==> config.mk <==
export PLATFORM = sky130hd
export DESIGN_NAME = fp16_result_decoder
export DESIGN_NICKNAME = d
export VERILOG_FILES = /design/src/rtl/fp16_result_decoder.sv
export SDC_FILE = /design/constraint.sdc
export NUM_CORES = 1
export LEC_CHECK = 0
export ABC_AREA = 0
export CELL_PAD_IN_SITES_DETAIL_PLACEMENT = 1
export CELL_PAD_IN_SITES_GLOBAL_PLACEMENT = 2
export CORE_MARGIN = 3
export CORE_UTILIZATION = 32
export DETAILED_ROUTE_END_ITERATION = 12
export HOLD_SLACK_MARGIN = 0.02
export PLACE_DENSITY = 0.84
export SYNTH_ARGS = -nofsm -noshare
export SYNTH_HDL_FRONTEND = slang
export SYNTH_SLANG_ARGS = --single-unit
==> constraint.sdc <==
create_clock -name clk -period 2.8 [get_ports clk]
set_input_delay 0.28 -clock clk [delete_from_list [all_inputs] [get_ports clk]]
set_output_delay 0.28 -clock clk [all_outputs]
set_load 0.03 [all_outputs]
==> src/rtl/fp16_result_decoder.sv <==
// ============================================================================
// fp16_result_decoder : binary16 FPU result to signed 5.3 BCD display digits
// Rev 1.0
// ============================================================================
`default_nettype none

module fp16_result_decoder (
    input  logic        clk,
    input  logic        rst,
    input  logic [15:0] result_in,
    input  logic        ready_in,
    input  logic        error_in,
    output logic        busy,
    output logic        done,
    output logic        sign_out,
    output logic [19:0] int_bcd,
    output logic [11:0] frac_bcd,
    output logic        ovf,
    output logic        err,
    output logic        zero
);

    typedef enum logic [2:0] {
        S_IDLE = 3'd0,
        S_LOAD = 3'd1,
        S_INT  = 3'd2,
        S_FRAC = 3'd3,
        S_DONE = 3'd4
    } state_t;

    localparam logic [3:0] C_INT_LAST  = 4'd15;
    localparam logic [3:0] C_FRAC_LAST = 4'd2;

    state_t      state_q, state_d;
    logic [15:0] word_q, word_d;
    logic        err_cap_q, err_cap_d;
    logic [15:0] int_sr_q, int_sr_d;
    logic [15:0] frac_q, frac_d;
    logic [19:0] bcd_int_q, bcd_int_d;
    logic [11:0] bcd_frac_q, bcd_frac_d;
    logic [3:0]  cnt_q, cnt_d;
    logic        sign_out_q, sign_out_d;
    logic [19:0] int_bcd_q, int_bcd_d;
    logic [11:0] frac_bcd_q, frac_bcd_d;
    logic        ovf_q, ovf_d;
    logic        err_q, err_d;
    logic        zero_q, zero_d;

    logic [4:0]  w_exp;
    logic [9:0]  w_frac;
    logic [31:0] w_mant;
    logic [31:0] w_fixed;
    logic        w_special;
    logic [15:0] w_adj;
    logic [19:0] w_prod;

    assign w_exp     = word_q[14:10];
    assign w_frac    = word_q[9:0];
    assign w_mant    = {21'd0, (w_exp != 5'd0), w_frac};
    assign w_special = err_cap_q | (w_exp == 5'd31);
    assign w_prod    = {4'd0, frac_q} * 20'd10;

    // Q16.16 placement: value * 2^16 = mant * 2^(exp-9); subnormals use exp-9 = -8
    always_comb begin
        w_fixed = 32'd0;
        if (w_exp == 5'd0) begin
            w_fixed = w_mant >> 8;
        end else if (w_exp >= 5'd9) begin
            w_fixed = w_mant << (w_exp - 5'd9);
        end else begin
            w_fixed = w_mant >> (5'd9 - w_exp);
        end
    end

    // The top digit never reaches 5 before a shift (max 65504), so only the low
    // four digits need the add-3 correction.
    always_comb begin
        w_adj = 16'd0;
        for (int i = 0; i < 4; i++) begin
            if (bcd_int_q[i*4 +: 4] >= 4'd5) begin
                w_adj[i*4 +: 4] = bcd_int_q[i*4 +: 4] + 4'd3;
            end else begin
                w_adj[i*4 +: 4] = bcd_int_q[i*4 +: 4];
            end
        end
    end

    always_comb begin
        state_d    = state_q;
        word_d     = word_q;
        err_cap_d  = err_cap_q;
        int_sr_d   = int_sr_q;
        frac_d     = frac_q;
        bcd_int_d  = bcd_int_q;
        bcd_frac_d = bcd_frac_q;
        cnt_d      = cnt_q;
        sign_out_d = sign_out_q;
        int_bcd_d  = int_bcd_q;
        frac_bcd_d = frac_bcd_q;
        ovf_d      = ovf_q;
        err_d      = err_q;
        zero_d     = zero_q;

        case (state_q)
            S_IDLE: begin
                if (ready_in || error_in) begin
                    word_d    = result_in;
                    err_cap_d = error_in;
                    state_d   = S_LOAD;
                end
            end
            S_LOAD: begin
                cnt_d      = 4'd0;
                bcd_int_d  = 20'd0;
                bcd_frac_d = 12'd0;
                if (w_special) begin
                    state_d = S_DONE;
                end else begin
                    int_sr_d = w_fixed[31:16];
                    frac_d   = w_fixed[15:0];
                    state_d  = S_INT;
                end
            end
            S_INT: begin
                bcd_int_d = {bcd_int_q[18:16], w_adj, int_sr_q[15]};
                int_sr_d  = {int_sr_q[14:0], 1'b0};
                cnt_d     = cnt_q + 4'd1;
                if (cnt_q == C_INT_LAST) begin
                    cnt_d   = 4'd0;
                    state_d = S_FRAC;
                end
            end
            S_FRAC: begin
                frac_d     = w_prod[15:0];
                bcd_frac_d = {bcd_frac_q[7:0], w_prod[19:16]};
                cnt_d      = cnt_q + 4'd1;
                if (cnt_q == C_FRAC_LAST) begin
                    cnt_d   = 4'd0;
                    state_d = S_DONE;
                end
            end
            S_DONE: begin
                state_d = S_IDLE;
            end
            default: begin
                state_d = S_IDLE;
            end
        endcase

        // Publish on entry to DONE so the outputs are valid alongside the pulse
        if (state_d == S_DONE && state_q != S_DONE) begin
            sign_out_d = word_q[15];
            int_bcd_d  = bcd_int_d;
            frac_bcd_d = bcd_frac_d;
            ovf_d      = (w_exp == 5'd31);
            err_d      = err_cap_q;
            zero_d     = (w_exp == 5'd0) && (w_frac == 10'd0);
        end
    end

    always_ff @(posedge clk) begin
        if (rst) begin
            state_q    <= S_IDLE;
            word_q     <= 16'd0;
            err_cap_q  <= 1'b0;
            int_sr_q   <= 16'd0;
            frac_q     <= 16'd0;
            bcd_int_q  <= 20'd0;
            bcd_frac_q <= 12'd0;
            cnt_q      <= 4'd0;
            sign_out_q <= 1'b0;
            int_bcd_q  <= 20'd0;
            frac_bcd_q <= 12'd0;
            ovf_q      <= 1'b0;
            err_q      <= 1'b0;
            zero_q     <= 1'b0;
        end else begin
            state_q    <= state_d;
            word_q     <= word_d;
            err_cap_q  <= err_cap_d;
            int_sr_q   <= int_sr_d;
            frac_q     <= frac_d;
            bcd_int_q  <= bcd_int_d;
            bcd_frac_q <= bcd_frac_d;
            cnt_q      <= cnt_d;
            sign_out_q <= sign_out_d;
            int_bcd_q  <= int_bcd_d;
            frac_bcd_q <= frac_bcd_d;
            ovf_q      <= ovf_d;
            err_q      <= err_d;
            zero_q     <= zero_d;
        end
    end

    assign busy     = (state_q != S_IDLE);
    assign done     = (state_q == S_DONE);
    assign sign_out = sign_out_q;
    assign int_bcd  = int_bcd_q;
    assign frac_bcd = frac_bcd_q;
    assign ovf      = ovf_q;
    assign err      = err_q;
    assign zero     = zero_q;

endmodule

`default_nettype wire

Yosys cells after proc, flatten, opt, wreduce, memory -nomap -nowiden

Cells that the tools add are included.
W data, S select, Z words.

Input bits: 20
Register bits: 124
Output and inout port bits: 38

Muxes and demuxes: 20
Equal/unequal tests: 10
Bitwise operators: 1
$mul: 1
Shifts and indexed selects: 2
Reductions and logical operators: 14
$add $sub $neg: 7
$lt $le $gt $ge: 5

Operator list:

| kind                    | number |
|---|---|
| $mux W32                | 2 |
| $pmux W16 S2            | 2 |
| $pmux W20 S2            | 1 |
| $mux W16                | 2 |
| $shl A11 B5 Y32         | 1 |
| $shr A11 B5 Y32         | 1 |
| $mux W4                 | 6 |
| $pmux W12 S2            | 1 |
| $mul A16 B3 Y19 const B | 1 |
| $add A4 B2 Y4 const B   | 4 |
| $ge A4 B3 Y1 const B    | 4 |
| $mux W3                 | 4 |
| $pmux W3 S4             | 1 |
| $pmux W4 S3             | 1 |
| $logic_not A10 Y1       | 1 |
| $eq A3 B2 Y1 const B    | 2 |
| $eq A3 B3 Y1 const B    | 2 |
| $reduce_and A2 Y1       | 3 |
| $reduce_bool A3 Y1      | 2 |
| $eq A5 B5 Y1 const B    | 1 |
| $ge A5 B4 Y1 const B    | 1 |
| $logic_not A5 Y1        | 1 |
| $reduce_bool A5 Y1      | 1 |
| $sub A4 B5 Y5 const A   | 1 |
| 12 further kinds        | 14 |

Longest topological paths before layout

Gate-level depths: netlist of the first run.

Depth after elaboration: 6
Gate-level depth with buffers: 13
Gate-level depth less buffers: 10

Worst setup path before layout of the first run

OpenSTA, ideal clock, no wires.

Kind: register -> register
Start: register word_q[11]
End: register int_sr_q[10]
Stages on the path, launching flop included: 12
Slack: -0.337 ns
Path buffers: 4
Data arrival time: 3.009 ns
Library setup time: 0.128 ns
Cells stage by stage: dfxtp_1 > clkbuf_1 > clkbuf_1 > inv_1 > ha_1 > clkbuf_1 > buf_1 > mux4_2 > mux2i_4 > o2bb2ai_1 > a222oi_1 > nor2_1

Cells in the longest elaborated chain, start to end: 6
Elaborated cells between the ends (all ways): 15

RTL lines:

| element                                                   | RTL line | source |
|---|---|---|
| from (decl)                                               | 35       | `logic [15:0] word_q, word_d;` |
| from (signal assigned)                                    | 179      | `word_q <= word_d;` |
| $sub A4 B5 Y5 (tied with other cells)                     | 71       | `w_fixed = w_mant >> (5'd9 - w_exp);` |
| $shr A11 B5 Y32 / $shl A11 B5 Y32 (equally long branches) | 71, 69   |  |
| $mux W32                                                  | 68       | `end else if (w_exp >= 5'd9) begin` |
| $mux W32                                                  | 66       | `if (w_exp == 5'd0) begin` |
| $mux W16                                                  | 116      | `if (w_special) begin` |
| $pmux W16 S2                                              | 104      | `case (state_q)` |
| to (signal assigned)                                      | 181      | `int_sr_q <= int_sr_d;` |
| to (decl)                                                 | 37       | `logic [15:0] int_sr_q, int_sr_d;` |

Several ways; a longest one is shown, not always the timed one. The select of a mux whose other input is x is not followed.
A chain may end at the register's enable or synchronous reset.

Worst setup path after layout of the first run

Start: register frac_q[3]
End: register frac_bcd_q[2], in the netlist frac_bcd[2]

Cells in the longest elaborated chain, start to end: 2

RTL lines:

| element                | RTL line | source |
|---|---|---|
| from (decl)            | 38       | `logic [15:0] frac_q, frac_d;` |
| from (signal assigned) | 182      | `frac_q <= frac_d;` |
| $mul A16 B3 Y19        | 61       | `assign w_prod = {4'd0, frac_q} * 20'd10;` |
| $pmux W12 S2           | 104      |  |
| to (signal assigned)   | 188      | `frac_bcd_q <= frac_bcd_d;` |
| to (decl)              | 44       | `logic [11:0] frac_bcd_q, frac_bcd_d;` |

No other way between the ends.

==> run_results.csv, run 1 <==
group,metric,value,unit
run_status,status,"finished, final reports clean",
floorplan,die_x,157,um
timing,final-setup-viol-count,0,
yosys,postSynthAreaPerCell,8.31,um2
layout,final_cell_mix,"124 x dfxtp_1, 107 x nor2_1, 87 x nand2_1",
place,hpwl,15.8,mm
clock_tree,post_cts_buffers,0,
route,drt-total-wl,21.8,mm
timing,rsz0062_at_grt,"no",
route,met3_length,801,um
clock_tree,cts_buffer_depth,2,
floorplan,start_util,0.330,
layout,nNetsFinal,997,
timing,max_slew_margin,0.279,
floorplan,die_h,157,um
worst_setup_path,cp-end-kind,"flip-flop",
timing,hold_viol,0,
worst_setup_path,rr_startpoint,"frac_q[3]",
timing,slew_violations,0,
worst_setup_path,startpoint_type,"flip-flop",
global_route,grt_usage,0.180,
worst_setup_path,critPathArrivalTime,2930,ps
hold_path,hold_class,"input port to flip-flop",
floorplan,io-pin-count,58,
route,top_layer,"met4",
route,wl_met2,10.3,mm
route,drt_first_iter_violations,505,
clock_tree,tritoncts.num_buffers,17,
worst_setup_path,crit_type,"flip-flop to flip-flop",
yosys,synth-compound-area-share,0.242,
yosys,synth_ff_type,"dfxtp_1",
global_route,grt_pass1_wl,35.9,mm
worst_setup_path,path_max_fanout,3,
timing,max_freq,383,MHz
yosys,ys_seq_area_frac,0.340,
clock_tree,clk_pin_slew,60,ps
yosys,yosysWarnings,0,
yosys,synthesis.area,7310,um2
floorplan,die-area,24700,um2
yosys,ys_async_sr_fraction,0,
yosys,synth_edf_count,0,
timing,tns,0,ps
worst_setup_path,r2r.worst_path.cells,10,
yosys,synthXorXnorAreaFrac,0.0276,
floorplan,rows,54,
layout,layout_commonest_cell,"dfxtp_1",
clock_tree,holdBufCountCts,0,
global_route,antenna_found_initial,0,
layout,drive_gt1_frac,0.108,
yosys,syn_nets,945,
route,met1_length,10.3,mm
route,vias,6834,
place,port_buffers,57,
run,cap_violations,0,
route,drc_errors,0,
global_route,grt_max_degree,64,
worst_setup_path,worstReg2RegEnd,"frac_bcd[2]",
power_and_ir_drop,powerDensity,706,nW/um2
clock_tree,clock_sinks,124,
yosys,synth_top_family_by_area,"compound AO/OA/AOI/OAI gates",
global_route,grt_pass1_vias,6909,
floorplan,core_area,22200,um2
clock_tree,cts_tree,"built",
yosys,ys_ff_latch,124,
timing,fin_crit,2610,ps
yosys,synthAdderAreaFrac,0.0798,
route,ant_nets,0,
worst_setup_path,cp-startpoint,"frac_q[3]",
timing,final.period_utilization,0.931,
worst_setup_path,endpoint,"frac_bcd[2]",
clock_tree,htree_levels,4,
power_and_ir_drop,ir_worst_vdd,495,uV
layout,syn_to_final_growth,21.1,%
route,viasPerCell,5.59,
yosys,synth.area.mux_share,0.0745,
global_route,grt_overflow,0,
yosys,synth-simple-area-share,0.188,
route,drt_pass1_iterations,6,
yosys,yosysUniqueCellTypes,63,
worst_setup_path,reg2reg_slack,190,ps
yosys,netlist_instances,879,
clock_tree,clk_latency,430,ps
layout,num_antenna_cells,0,
worst_setup_path,critical_path_required,3120,ps
power_and_ir_drop,leakagePower,3.23,nW
place,gp_congestion,0.891,
timing,clock-skew-final,11.8,ps
clock_tree,cts_root_buf,"clkbuf_16",
timing,holdWs,240,ps
timing,worst-slew-pin-transition,1070,ps
route,wl_per_cell,17.8,um
[report_power, final]
| part | total, mW | leakage [nW] | internal [mW] | switching (mW) |
|---|---|---|---|---|
| logic | 2.11 | 1.95 | 0.810 | 1.30 |
| registers | 2.06 | 1.01 | 1.91 | 0.149 |
| clock network | 2.07 | 0.271 | 1.22 | 0.854 |
| total | 6.25 | 3.23 | 3.94 | 2.31 |
[worst min-delay path by stage]
stage,startpoint,end,slack [ps],cells past startpoint
2_1_floorplan,result_in[15],word_q[15],420,2
5_1_grt,rst,bcd_int_q[5],250,2
4_1_cts,rst,bcd_frac_q[10],230,2
6_report,rst,bcd_frac_q[10],240,2
3_5_place_dp,word_q[15],word_q[15],450,2
3_3_place_gp,word_q[15],sign_out,440,2
[cell type report]
cell class / instances / area (um2)
Tap cell: 280 / 350
Sequential cell: 124 / 2480
Timing Repair Buffer: 97 / 881
Clock inverter: 13 / 119
Multi-Input combinational cell: 666 / 4490
Inverter: 25 / 93.8
Clock buffer: 18 / 429
Fill cell: 2650 / 13300
[metal layers]
| metal | vias to the layer above | global-route usage |
|---|---|---|
| met5 | - | 0 |
| met4 | 0 | 0.0467 |
| met3 | 26 | 0.0346 |
| met2 | 144 | 0.298 |
| met1 | 3314 | 0.241 |
| li1 | 3350 | - |
[critical path, cell delays in order (launching register included)]
cell	delay, ps
dfxtp_1	330
ha_1	280
ha_1	160
inv_1	60
fa_1	410
nand2b_1	180
a21oi_1	220
o21ai_1	160
a211oi_1	380
xor2_1	110
a22o_1	210
[logic make-up (layout without fill, tap and decap cells)]
kind of cell | Yosys count | in the layout
flops | 124 | 124
compound gates | 262 | 262
buf+inv | 89 | 153
fa+ha+maj | 46 | 46
mux | 36 | 36
simple gates | 299 | 299
xor+xnor | 23 | 23
[cells in the mapped netlist (all sizes together) (15+ instances only)]
master    n  share of area
dfxtp   124           0.34
nor2    107          0.055
nand2    87          0.045
a21oi    67          0.046
clkbuf   50          0.026
a211oi   47          0.048
ha       45          0.077
o21ai    40          0.027
nor3     28          0.019
a22oi    25          0.026
inv      25          0.013
nand3    17          0.012
mux2i    16          0.024
xnor2    15          0.018
[through the flow]
stage | power, mW | instance area (um2) | util | worst slack, ps | cells
2_1_floorplan | 3.48 | 7330 | - | 1.71 | 879
6_report | 6.25 | 8850 | 0.399 | 192 | 1223
4_1_cts | 6.29 | 8850 | 0.399 | 101 | 1223
3_3_place_gp | 4.16 | 8300 | 0.374 | 137 | 1192
3_5_place_dp | 4.19 | 8300 | 0.374 | 131 | 1192
5_1_grt | 6.60 | 8850 | 0.399 | 17.0 | 1223
[flip-flops by register name, summed over array words and instances (netlist names)]
name / cells
frac_q: 16
err: 1
bcd_frac_q: 12
frac_bcd: 12
err_cap_q: 1
bcd_int_q: 20
int_bcd: 20
cnt_q: 4
sign_out: 1
zero: 1
word_q: 16
int_sr_q: 16
ovf: 1
state_q: 3
[repair_timing]
| action | CTS | global route |
|---|---|---|
| hold endpoints to repair | 0 | 0 |
| endpoints found under the setup margin | 0 | 2 |
| gates resized for setup | 0 | 1 |
No activity file was read; power rests on OpenSTA's default activity.
==> inputs of run 2 (changes only) <==
ABC_AREA = default   (was 0)
==> results of run 2 <==
Same layout as run 1: the final DEF is identical, and so are final timing and power.
==> inputs of run 3 (changes only) <==
SKIP_LAST_GASP = 1   (was default)
==> results of run 3 <==
Same layout as run 1: the final DEF is identical, and so are final timing and power.
